[src/rtl/lsu_mem_port.sv]
// lsu_mem_port: load/store unit between execute stage and data-memory bus.
// One valid/ready transaction per memory instruction; stalls the core while
// the transaction is outstanding and returns aligned, extended load data.
// Optional feature: define LSU_MISALIGN_TRAP_EN to trap misaligned
// half/word accesses (no bus request, one-cycle misalign_err pulse).
module lsu_mem_port #(
  parameter int ADDR_W = 32
) (
  input  logic              clk,
  input  logic              rst_n,
  input  logic [ADDR_W-1:0] addr,
  input  logic [31:0]       store_data,
  input  logic              load_ram_enable,
  input  logic [2:0]        load_ram_flag,
  input  logic [1:0]        write_ram_flag,
  output logic              stall,
  output logic [31:0]       load_data,
  output logic              misalign_err,
  output logic              mem_valid,
  output logic              mem_we,
  output logic [ADDR_W-1:0] mem_addr,
  output logic [31:0]       mem_wdata,
  output logic [3:0]        mem_wstrb,
  input  logic              mem_ready,
  input  logic [31:0]       mem_rdata
);

  typedef enum logic [1:0] {IDLE = 2'd0, REQ = 2'd1, DONE = 2'd2} state_e;
  typedef enum logic [1:0] {SZ_B = 2'd0, SZ_H = 2'd1, SZ_W = 2'd2} size_e;

  state_e            state_q, state_d;
  logic              we_q;
  logic [ADDR_W-1:0] addr_q;
  logic [31:0]       wdata_q;
  logic [3:0]        wstrb_q;
  size_e             size_q;
  logic              sign_q;
  logic [1:0]        off_q;
  logic [31:0]       load_data_q;
  logic              mis_q;

  logic              start;
  size_e             dec_size;
  logic              dec_sign;
  logic [3:0]        dec_wstrb;
  logic [31:0]       dec_wdata;
  logic              misaligned;
  logic [7:0]        sel_b;
  logic [15:0]       sel_h;
  logic [31:0]       ext_data;

  // Decode the memory controls into access size, sign and store lanes.
  always_comb begin
    // NOTE: every combinational output gets a default first so no path
    // leaves it unassigned, which would otherwise infer a latch.
    start     = load_ram_enable || (write_ram_flag != 2'b00);
    dec_size  = SZ_W;
    dec_sign  = 1'b0;
    dec_wstrb = 4'b0000;
    dec_wdata = store_data;
    if (load_ram_enable) begin
      // A load takes priority over a simultaneous store; unknown flags act as lw.
      case (load_ram_flag)
        3'b110:  begin dec_size = SZ_H; dec_sign = 1'b1; end
        3'b111:  begin dec_size = SZ_B; dec_sign = 1'b1; end
        3'b011:  dec_size = SZ_B;
        3'b010:  dec_size = SZ_H;
        default: dec_size = SZ_W;
      endcase
    end else begin
      case (write_ram_flag)
        2'b01: dec_wstrb = 4'b1111;
        2'b10: begin
          dec_size  = SZ_H;
          dec_wstrb = addr[1] ? 4'b1100 : 4'b0011;
          dec_wdata = {2{store_data[15:0]}};
        end
        2'b11: begin
          dec_size  = SZ_B;
          dec_wstrb = 4'b0001 << addr[1:0];
          dec_wdata = {4{store_data[7:0]}};
        end
        default: dec_wstrb = 4'b0000;
      endcase
    end
  end

`ifdef LSU_MISALIGN_TRAP_EN
  assign misaligned = ((dec_size == SZ_H) && addr[0]) ||
                      ((dec_size == SZ_W) && (addr[1:0] != 2'b00));
`else
  // Offending low bits are simply ignored: the bus address is word aligned
  // and half lanes depend on addr[1] only.
  assign misaligned = 1'b0;
`endif

  // Extract the addressed byte/half from the read word and extend it.
  always_comb begin
    case (off_q)
      2'd0:    sel_b = mem_rdata[7:0];
      2'd1:    sel_b = mem_rdata[15:8];
      2'd2:    sel_b = mem_rdata[23:16];
      default: sel_b = mem_rdata[31:24];
    endcase
    sel_h = off_q[1] ? mem_rdata[31:16] : mem_rdata[15:0];
    case (size_q)
      SZ_B:    ext_data = {{24{sign_q & sel_b[7]}}, sel_b};
      SZ_H:    ext_data = {{16{sign_q & sel_h[15]}}, sel_h};
      default: ext_data = mem_rdata;
    endcase
  end

  // Next-state logic and the combinational stall toward the core.
  always_comb begin
    state_d = state_q;
    stall   = 1'b0;
    case (state_q)
      IDLE: begin
        if (start) begin
          stall   = 1'b1;
          state_d = misaligned ? DONE : REQ;
        end
      end
      REQ: begin
        stall = 1'b1;
        if (mem_ready) state_d = DONE;
      end
      DONE:    state_d = IDLE;
      default: state_d = IDLE;
    endcase
  end

  // State register, request latch and load-result register.
  always_ff @(posedge clk) begin
    // NOTE: sequential state uses non-blocking assignments so every register
    // samples pre-edge values regardless of statement order.
    if (!rst_n) begin
      state_q     <= IDLE;
      we_q        <= 1'b0;
      addr_q      <= '0;
      wdata_q     <= '0;
      wstrb_q     <= '0;
      size_q      <= SZ_W;
      sign_q      <= 1'b0;
      off_q       <= '0;
      load_data_q <= '0;
      mis_q       <= 1'b0;
    end else begin
      state_q <= state_d;
      mis_q   <= 1'b0;
      if ((state_q == IDLE) && start) begin
        if (misaligned) begin
          mis_q <= 1'b1;
          if (load_ram_enable) load_data_q <= '0;
        end else begin
          we_q    <= !load_ram_enable;
          addr_q  <= {addr[ADDR_W-1:2], 2'b00};
          wdata_q <= dec_wdata;
          wstrb_q <= dec_wstrb;
          size_q  <= dec_size;
          sign_q  <= dec_sign;
          off_q   <= addr[1:0];
        end
      end
      if ((state_q == REQ) && mem_ready && !we_q) load_data_q <= ext_data;
    end
  end

  assign mem_valid    = (state_q == REQ);
  assign mem_we       = we_q;
  assign mem_addr     = addr_q;
  assign mem_wdata    = wdata_q;
  assign mem_wstrb    = wstrb_q;
  assign load_data    = load_data_q;
  assign misalign_err = mis_q;

endmodule

[config.mk]
export PLATFORM = sky130hd
export DESIGN_NAME = lsu_mem_port
export DESIGN_NICKNAME = d
export VERILOG_FILES = /design/src/rtl/lsu_mem_port.sv
export SDC_FILE = /design/constraint.sdc
export NUM_CORES = 1
export LEC_CHECK = 0
export ABC_CLOCK_PERIOD_IN_PS = 2900
export CAP_MARGIN = 20
export CORE_MARGIN = 1.5
export CORE_UTILIZATION = 25
export DETAILED_ROUTE_END_ITERATION = 16
export GPL_ROUTABILITY_DRIVEN = 0
export PLACE_DENSITY = 0.57
export SLEW_MARGIN = 20
export SYNTH_ARGS = -nofsm -noshare
export SYNTH_HDL_FRONTEND = slang
export SYNTH_SLANG_ARGS = --single-unit
[constraint.sdc]
create_clock -name clk -period 2.9 [get_ports clk]
set_input_delay 0.435 -clock clk [delete_from_list [all_inputs] [get_ports clk]]
set_output_delay 0.435 -clock clk [all_outputs]
set_load 0.05 [all_outputs]
* Word-level counts from Yosys, hierarchy flattened
Index checks and enable logic that the tools add are counted.
Operators by class: equal/unequal tests 13, shift-type cells 1, multiplexer cells 18, bitwise logic cells 2, reductions and logical operators 14
Operator list (count):
- $pmux W32 S2 | 2
- $mux W32 | 1
- $pmux W8 S3 | 1
- $mux W16 | 1
- $pmux W2 S2 | 3
- $pmux W4 S3 | 1
- $eq A2 B1 Y1 const B | 4
- $mux W4 | 2
- $eq A2 B2 Y1 const B | 3
- $eq A3 B2 Y1 const B | 2
- $eq A3 B3 Y1 const B | 2
- $logic_not A2 Y1 | 3
- $mux W2 | 3
- $reduce_or A2 Y1 | 3
- $shl A1 B2 Y4 const A | 1
- $logic_and A1 B1 Y1 | 3
- $mux W1 | 3
- $and A1 B1 Y1 | 2
- $logic_not A1 Y1 | 2
- $ne A2 B1 Y1 const B | 1
- $ne A2 B2 Y1 const B | 1
- $pmux W1 S2 | 1
- $reduce_and A2 Y1 | 1
- $reduce_bool A2 Y1 | 1
- $logic_or A1 B1 Y1 | 1
Word-level totals: flip-flop bits (word level) 106, input bits 105, output and inout port bits 104, logic and storage cells 57

* Longest topological paths before layout
Gate-level depths: netlist of run 1.
depth after elaboration 4, depth in mapped cells 7, depth with buffers taken out 4

* Worst setup path before layout of run 1
Ideal clock, no wire load.
path kind register to register, start register state_q[0], end register load_data_q[13] (netlist: load_data[13]), library setup time 0.070 ns, data arrival time 1.671 ns, data required time 2.830 ns, path slack 1.159 ns, stages on the path, launching flop included 7, buffers on the path 2, period minus slack after synthesis 1.741 ns, cell sequence dfxtp_1 and2b_1 and3b_1 buf_4 clkbuf_1 o21ai_0 a21oi_1
On the way: cells in the longest elaborated chain, start to end 3
Ends and longest elaborated chain:
- start, declared | RTL line 31 | state_e state_q, state_d;
- start signal, assigned | RTL line 149 | state_q <= state_d;
- $eq A2 B1 Y1
- named net mem_valid | RTL line 19 | output logic mem_valid,
- $logic_and A1 B1 Y1 (2 in series) | RTL line 165 | if ((state_q == REQ) && mem_ready && !we_q) load_data_q <= ext_data;
- end signal, assigned | RTL line 165
- end, declared | RTL line 39 | logic [31:0] load_data_q;
The timed path passes the listed nets, and every way through them passes these cells. A chain may end at the register's enable or synchronous reset.

* Worst setup path after layout of run 1
start register state_q[0], end output mem_valid
On the way: cells in the longest elaborated chain, start to end 1
Ends and longest elaborated chain:
- $eq A2 B1 Y1 | RTL line 169 | assign mem_valid = (state_q == REQ);
- end, declared | RTL line 19
No other way between the ends.

==> out/qor.txt, run 1 <==
DR WL/cell -> 16.6 µm
Final hold violations -> 0
Gr usage total -> 16.1%
Root Buffer -> clkbuf_16
Max VDD drop -> 0.254 mV
Final Cell Area -> 7270 µm²
Clk Latency, worst-skew pair -> 0.35 ns
Synth unique cells -> 42
Hold buffer count at CTS -> 0
Synth Register Bits -> 106
DRT iter0 DRCs -> 254
# rows -> 50
Initial core utilization -> 25.4%
CTS max path bufs -> 2
Relative slew slack -> 55.3%
Max Cap Viol -> 0
Tightest Pin Transition -> 0.671 ns
Slew Limit Fails -> 0
Final net count -> 847
First-pass GRT wire length -> 24.8 mm
Inserted Clock Buffers -> 9
Crit path capture type -> primary output
Synthesis-to-finish area growth -> 52.8%
Die Ht -> 141 µm
Crit path DAT -> 1.88 ns
Placed Area -> 6990 µm²
Post-synth EDFFs -> 0
Placed wire-length estimate -> 11.4 mm
First drt pass iteration count -> 4
Post-Synthesis Cells -> 560
RSZ-0062 raised after global routing -> false
Startpoint types -> flip-flop
Final period util -> 79.8%
CP max FO -> 5
CORE AREA -> 18700 µm²
Sequential-to-total area share from yosys stat -> 44.6%
Fmax -> 0.432 GHz
Clock skew -> 0.0106 ns
DRC Markers -> 0
Status -> finished, final reports clean
Vias in the first global route -> 4374
Post-CTS setup buffers -> 0
CTS tree -> yes
Top post-synthesis cells by count -> 151 x nand2_1, 106 x dfxtp_1, 58 x a21boi_0
Hold WC Path Type -> reg -> reg
Port bufs -> 205
Synth area leaders -> dfxtp_1 45%, nand2_1 12%, a21boi_0 9.1%, o21ai_0 3.8%, mux2i_1 3.4%
WL final -> 16.2 mm
Post-synth top flop -> dfxtp_1
Die extent in x -> 141 µm
Initial antenna violation count -> 1
Setup-failing EPs final -> 0
Die footprint -> 19900 µm²
Vias per cell -> 4.64
TNS Setup -> 0 ns
Clock H-tree levels -> 3
P_leak -> 2.80 nW
Synthesis Warnings -> 0
Asr flop ratio synth -> 0%
Post-Syn Area -> 4760 µm²
Post-CTS resize count -> 0
Layout cells sized above 1 -> 5.77%
Fill cells -> 1900
I/O pins -> 209
Routed Antenna Nets -> 0
CTS Sinks -> 106
Cell taking the most area after synthesis -> dfxtp_1
Reg clk slew, reported paths -> 0.07 ns
Pwr Density -> 582 nW/µm²
Grt total ovfl -> 0
Syn avg cell area -> 8.50 µm²
Crit Path Category -> reg -> out
Min Tclk post-route -> 2.31 ns
Via count -> 4547
Largest net degree at the start of global routing -> 107
Most common cell in the netlist -> nand2_1
WP data required -> 2.47 ns
Yosys top cell area share -> 44.6%
## path summary, 6_finish.rpt
| path | slack [ns] | start | cells after the start | end |
|---|---|---|---|---|
| hold reg to reg | 0.45 | mem_wdata[14] | 2 | mem_wdata[14] |
| setup reg to reg | 0.77 | size_q[0] | 4 | load_data[27] |
| setup / recovery | 0.59 | state_q[0] | 2 | mem_valid |
| hold / removal | 0.45 | mem_wdata[14] | 2 | mem_wdata[14] |
## flip-flops by register name (all words and copies together), names as in the netlist
name and flops:
load_data 32, mem_addr 30, mem_wdata 32, mem_we 1, mem_wstrb 4, off_q 2
sign_q 1, size_q 2, state_q 2
## metrics by stage
stage                     setup slack [ns]  hold slack, ns  util (%)  cells  power (W)
final                                0.587           0.453      38.9    980    0.00423
after global routing                 0.503           0.480      38.9    980    0.00444
after CTS                            0.554           0.456      38.9    979    0.00429
after detailed placement             0.502           0.448      37.4    965    0.00304
after global placement               0.607           0.439      37.4    965    0.00303
after floorplan                       1.16           0.486         -    562    0.00252
## critical path, cell delays in order (launching register included)
cell and delay [ns]:
dfxtp_1 0.44, and2b_1 0.23, clkdlybuf4s50_1 0.87
## cell type report
cell class / instances / area, µm² / area share (%)
diodes: 1 / 2.50 / 0.0344
clock buffers: 9 / 225 / 3.10
clock inverters: 5 / 56.3 / 0.774
inverters: 4 / 15.0 / 0.207
multi-input cells: 403 / 2390 / 32.9
flip-flops and latches: 106 / 2120 / 29.2
well taps: 234 / 293 / 4.03
repair buffers: 218 / 2170 / 29.8
## power by group
part	internal, W	switching (W)
registers	0.00158	0.0000811
clock network	0.000662	0.000571
logic	0.000502	0.000828
## kinds of logic (layout without fill, tap and decap cells)
family                 Yosys count  in the layout  synth area share [%]
AO/OA/AOI/OAI                  190            190                  27.6
buffers and inverters           53            236                  5.44
flip-flops                     106            106                  44.6
multiplexers                    24             24                  5.81
other                            1              4                0.0788
AND/OR/NAND/NOR                186            186                  16.5
## metal layers
layer  up-vias  global-route usage, %  routed length (µm)
met5         -                      0                   0
met4         0                   6.91                 371
met3        21                   3.77                 902
met2       127                   24.6                7300
met1      2083                   21.6                7650
li1       2316                      -                   -
## placed cells by master, fill, tap and decap left out, types with 6 or more instances in the layout
cell,count
o21ai_0,36
nand3_1,8
nand2b_1,7
mux2_2,6
buf_4,12
mux2i_1,16
a21oi_1,25
a21o_1,7
clkbuf_16,9
nand2_1,151
a31oi_1,10
a21boi_0,58
clkdlybuf4s50_1,203
o211a_1,10
dfxtp_1,106
o211ai_1,17
a22oi_1,14
Note: power is estimated with default switching activity, not from simulation.
==> inputs of run 2 (changes only) <==
Settings changed: ABC_CLOCK_PERIOD_IN_PS 2900 to 2050, PLACE_DENSITY 0.57 to 0.59.
Clock period 2.9 ns to 2.05 ns, I/O delays scaled along.
==> run 2 against run 1 <==
  * Worst setup slack worse by 0.43 ns
  * Largest cell class unchanged
  * Non-clock buffer count rose by 11
  * Die area is the same
  * Combinational power increased by 46%
  * Largest power group unchanged
  * Cell count up 1.2%
  * Cell area is 2.5% higher
  * Global-route usage rose by 0.050 points
==> out/qor.txt, run 2 (synthesis gave the netlist of run 1 again) <==
Vias per cell -> 4.66 (+0.42%)
Largest net degree at the start of global routing -> 107 (unchanged)
Die footprint -> 19900 µm² (unchanged)
Vias in the first global route -> 4450 (+1.7%)
Fill cells -> 1908 (+0.42%)
WL final -> 16.0 mm (-1.5%)
CP max FO -> 4 (-1)
Layout cells sized above 1 -> 7.39% (+1.6 points)
Crit path largest cell delay -> 0.86 ns (about the same)
Min Tclk post-route -> 1.90 ns
Crit path capture type -> primary output
Final Cell Area -> 7450 µm² (+2.5%)
Commonest non-fill, non-tap cell in the layout -> clkdlybuf4s50_1
Final period util -> 92.5%
Setup ws final -> 0.154 ns (-0.433 ns)
Crit Path Category -> reg -> out
Root Buffer -> clkbuf_16
Final hold violations -> 0 (unchanged)
Reg clk slew, reported paths -> 0.07 ns (about the same)
Max VDD drop -> 0.374 mV (+47%)
Status -> finished, final reports clean
Inst Count DP -> 976 (+1.1%)
CORE AREA -> 18700 µm² (unchanged)
DP Worst Slack -> 0.104 ns (-0.398 ns)
Port bufs -> 205 (unchanged)
Setup-failing EPs final -> 0 (unchanged)
RSZ-0062 raised after global routing -> false
Clk Latency, worst-skew pair -> 0.36 ns (about the same)
Pwr Density -> 832 nW/µm² (+43%)
TNS Setup -> 0 ns (unchanged)
Hold buffer count at CTS -> 0 (unchanged)
Final Non-Filler Cells -> 992 (+1.2%)
CTS tree -> yes
Tightest Pin Transition -> 0.574 ns (-0.0967 ns)
Bufs and invs on worst path -> 1 (unchanged)
Via count -> 4622 (+1.6%)
Post-CTS setup buffers -> 0 (unchanged)
Max Cap Viol -> 0 (unchanged)
Synthesis-to-finish area growth -> 56.5%
Die Ht -> 141 µm (unchanged)
Critical path's slowest cell -> clkdlybuf4s50_1
Die extent in x -> 141 µm (unchanged)
Commonest non-fill, non-tap cells in the layout -> 202 x clkdlybuf4s50_1, 151 x nand2_1, 106 x dfxtp_1
Gr usage total -> 16.1% (+0.050 points)
Placed wire-length estimate -> 11.4 mm (+0.62%)
First-pass GRT wire length -> 24.9 mm (+0.17%)
WP data required -> 1.74 ns (-0.73 ns)
Hold WC Path Type -> reg -> reg
Critical-path cell list -> clkdlybuf4s50_1
Clock skew -> 0.0107 ns (+0.000126 ns)
Inserted Clock Buffers -> 9 (unchanged)
Relative slew slack -> 61.6% (+6.3 points)
Fmax -> 0.527 GHz
Final net count -> 858 (+1.3%)
DR WL/cell -> 16.1 µm (-2.7%)
Post-CTS resize count -> 0 (unchanged)
Routed Antenna Nets -> 0 (unchanged)
P_leak -> 2.89 nW (+3.5%)
# rows -> 50 (unchanged)
DRT iter0 DRCs -> 286 (+13%)
WP depth -> 1 (-1)
Crit path DAT -> 1.59 ns (-0.29 ns)
Initial antenna violation count -> 0 (-1)
Hold depth -> 2 (unchanged)
Startpoint types -> flip-flop
First drt pass iteration count -> 5 (+1)
CTS Sinks -> 106 (unchanged)
Initial core utilization -> 25.4% (unchanged)
Crit path max-delay family -> buffers and inverters
I/O pins -> 209 (unchanged)
CTS max path bufs -> 2 (unchanged)
Placed Area -> 7130 µm² (+2.0%)
Grt total ovfl -> 0 (unchanged)
Slew Limit Fails -> 0 (unchanged)
Worst-case reg-to-reg path depth -> 4 (unchanged)
Clock H-tree levels -> 3 (unchanged)
DRC Markers -> 0 (unchanged)
Diodes inserted -> 0 (-1)
-- run 2: final timing paths --
kind,from,end,slack (ns)
setup / recovery,mem_we,mem_we,0.15
hold / removal,mem_wdata[15],mem_wdata[15],0.46
setup reg to reg,size_q[1],load_data[24],0.40
hold reg to reg,mem_wdata[15],mem_wdata[15],0.46
-- run 2: worst reg2reg max path, delay by kind of cell (launching register included) --
kind                   cells  cell delay (ns)
AO/OA/AOI/OAI              2             0.36
buffers and inverters      2             0.58
flip-flops                 1             0.61
-- run 2: per-layer routing --
metal | up-vias | part of all wire, % | global-route usage (%)
met5 | - | 0 | 0
met4 | 0 | 3.1 | 7.68
met3 | 29 | 5.5 | 3.43
met2 | 142 | 45 | 25.1
met1 | 2116 | 46 | 21.2
li1 | 2335 | - | -
-- run 2: power breakdown --
group	total (W)	internal, W	switching [W]
registers	0.00235	0.00224	0.000108
logic	0.00194	0.000760	0.00118
clock network	0.00191	0.00110	0.000804
total	0.00620	0.00410	0.00209
-- run 2: stage by stage --
| step | util [%] | hold slack, ns | total power [W] |
|---|---|---|---|
| floorplan | - | 0.450 | 0.00356 |
| global placement | 38.1 | 0.439 | 0.00435 |
| detailed placement | 38.1 | 0.452 | 0.00435 |
| CTS | 39.8 | 0.462 | 0.00629 |
| global route | 39.8 | 0.472 | 0.00650 |
| finish | 39.8 | 0.459 | 0.00620 |
-- run 2: layout make-up --
cell class,instances,area (µm²),area share [%]
Sequential cell,106,2120,28.5
Timing Repair Buffer,229,2310,31.0
Tap cell,234,293,3.93
Clock buffer,11,243,3.26
Clock inverter,5,77.6,1.04
Multi-Input combinational cell,403,2390,32.1
Inverter,4,15.0,0.202
==> inputs of run 3 (changes only) <==
Settings changed: SLEW_MARGIN 20 to 5.
==> results of run 3 <==
Same layout as run 2: the final DEF is identical, and so are final timing and power.
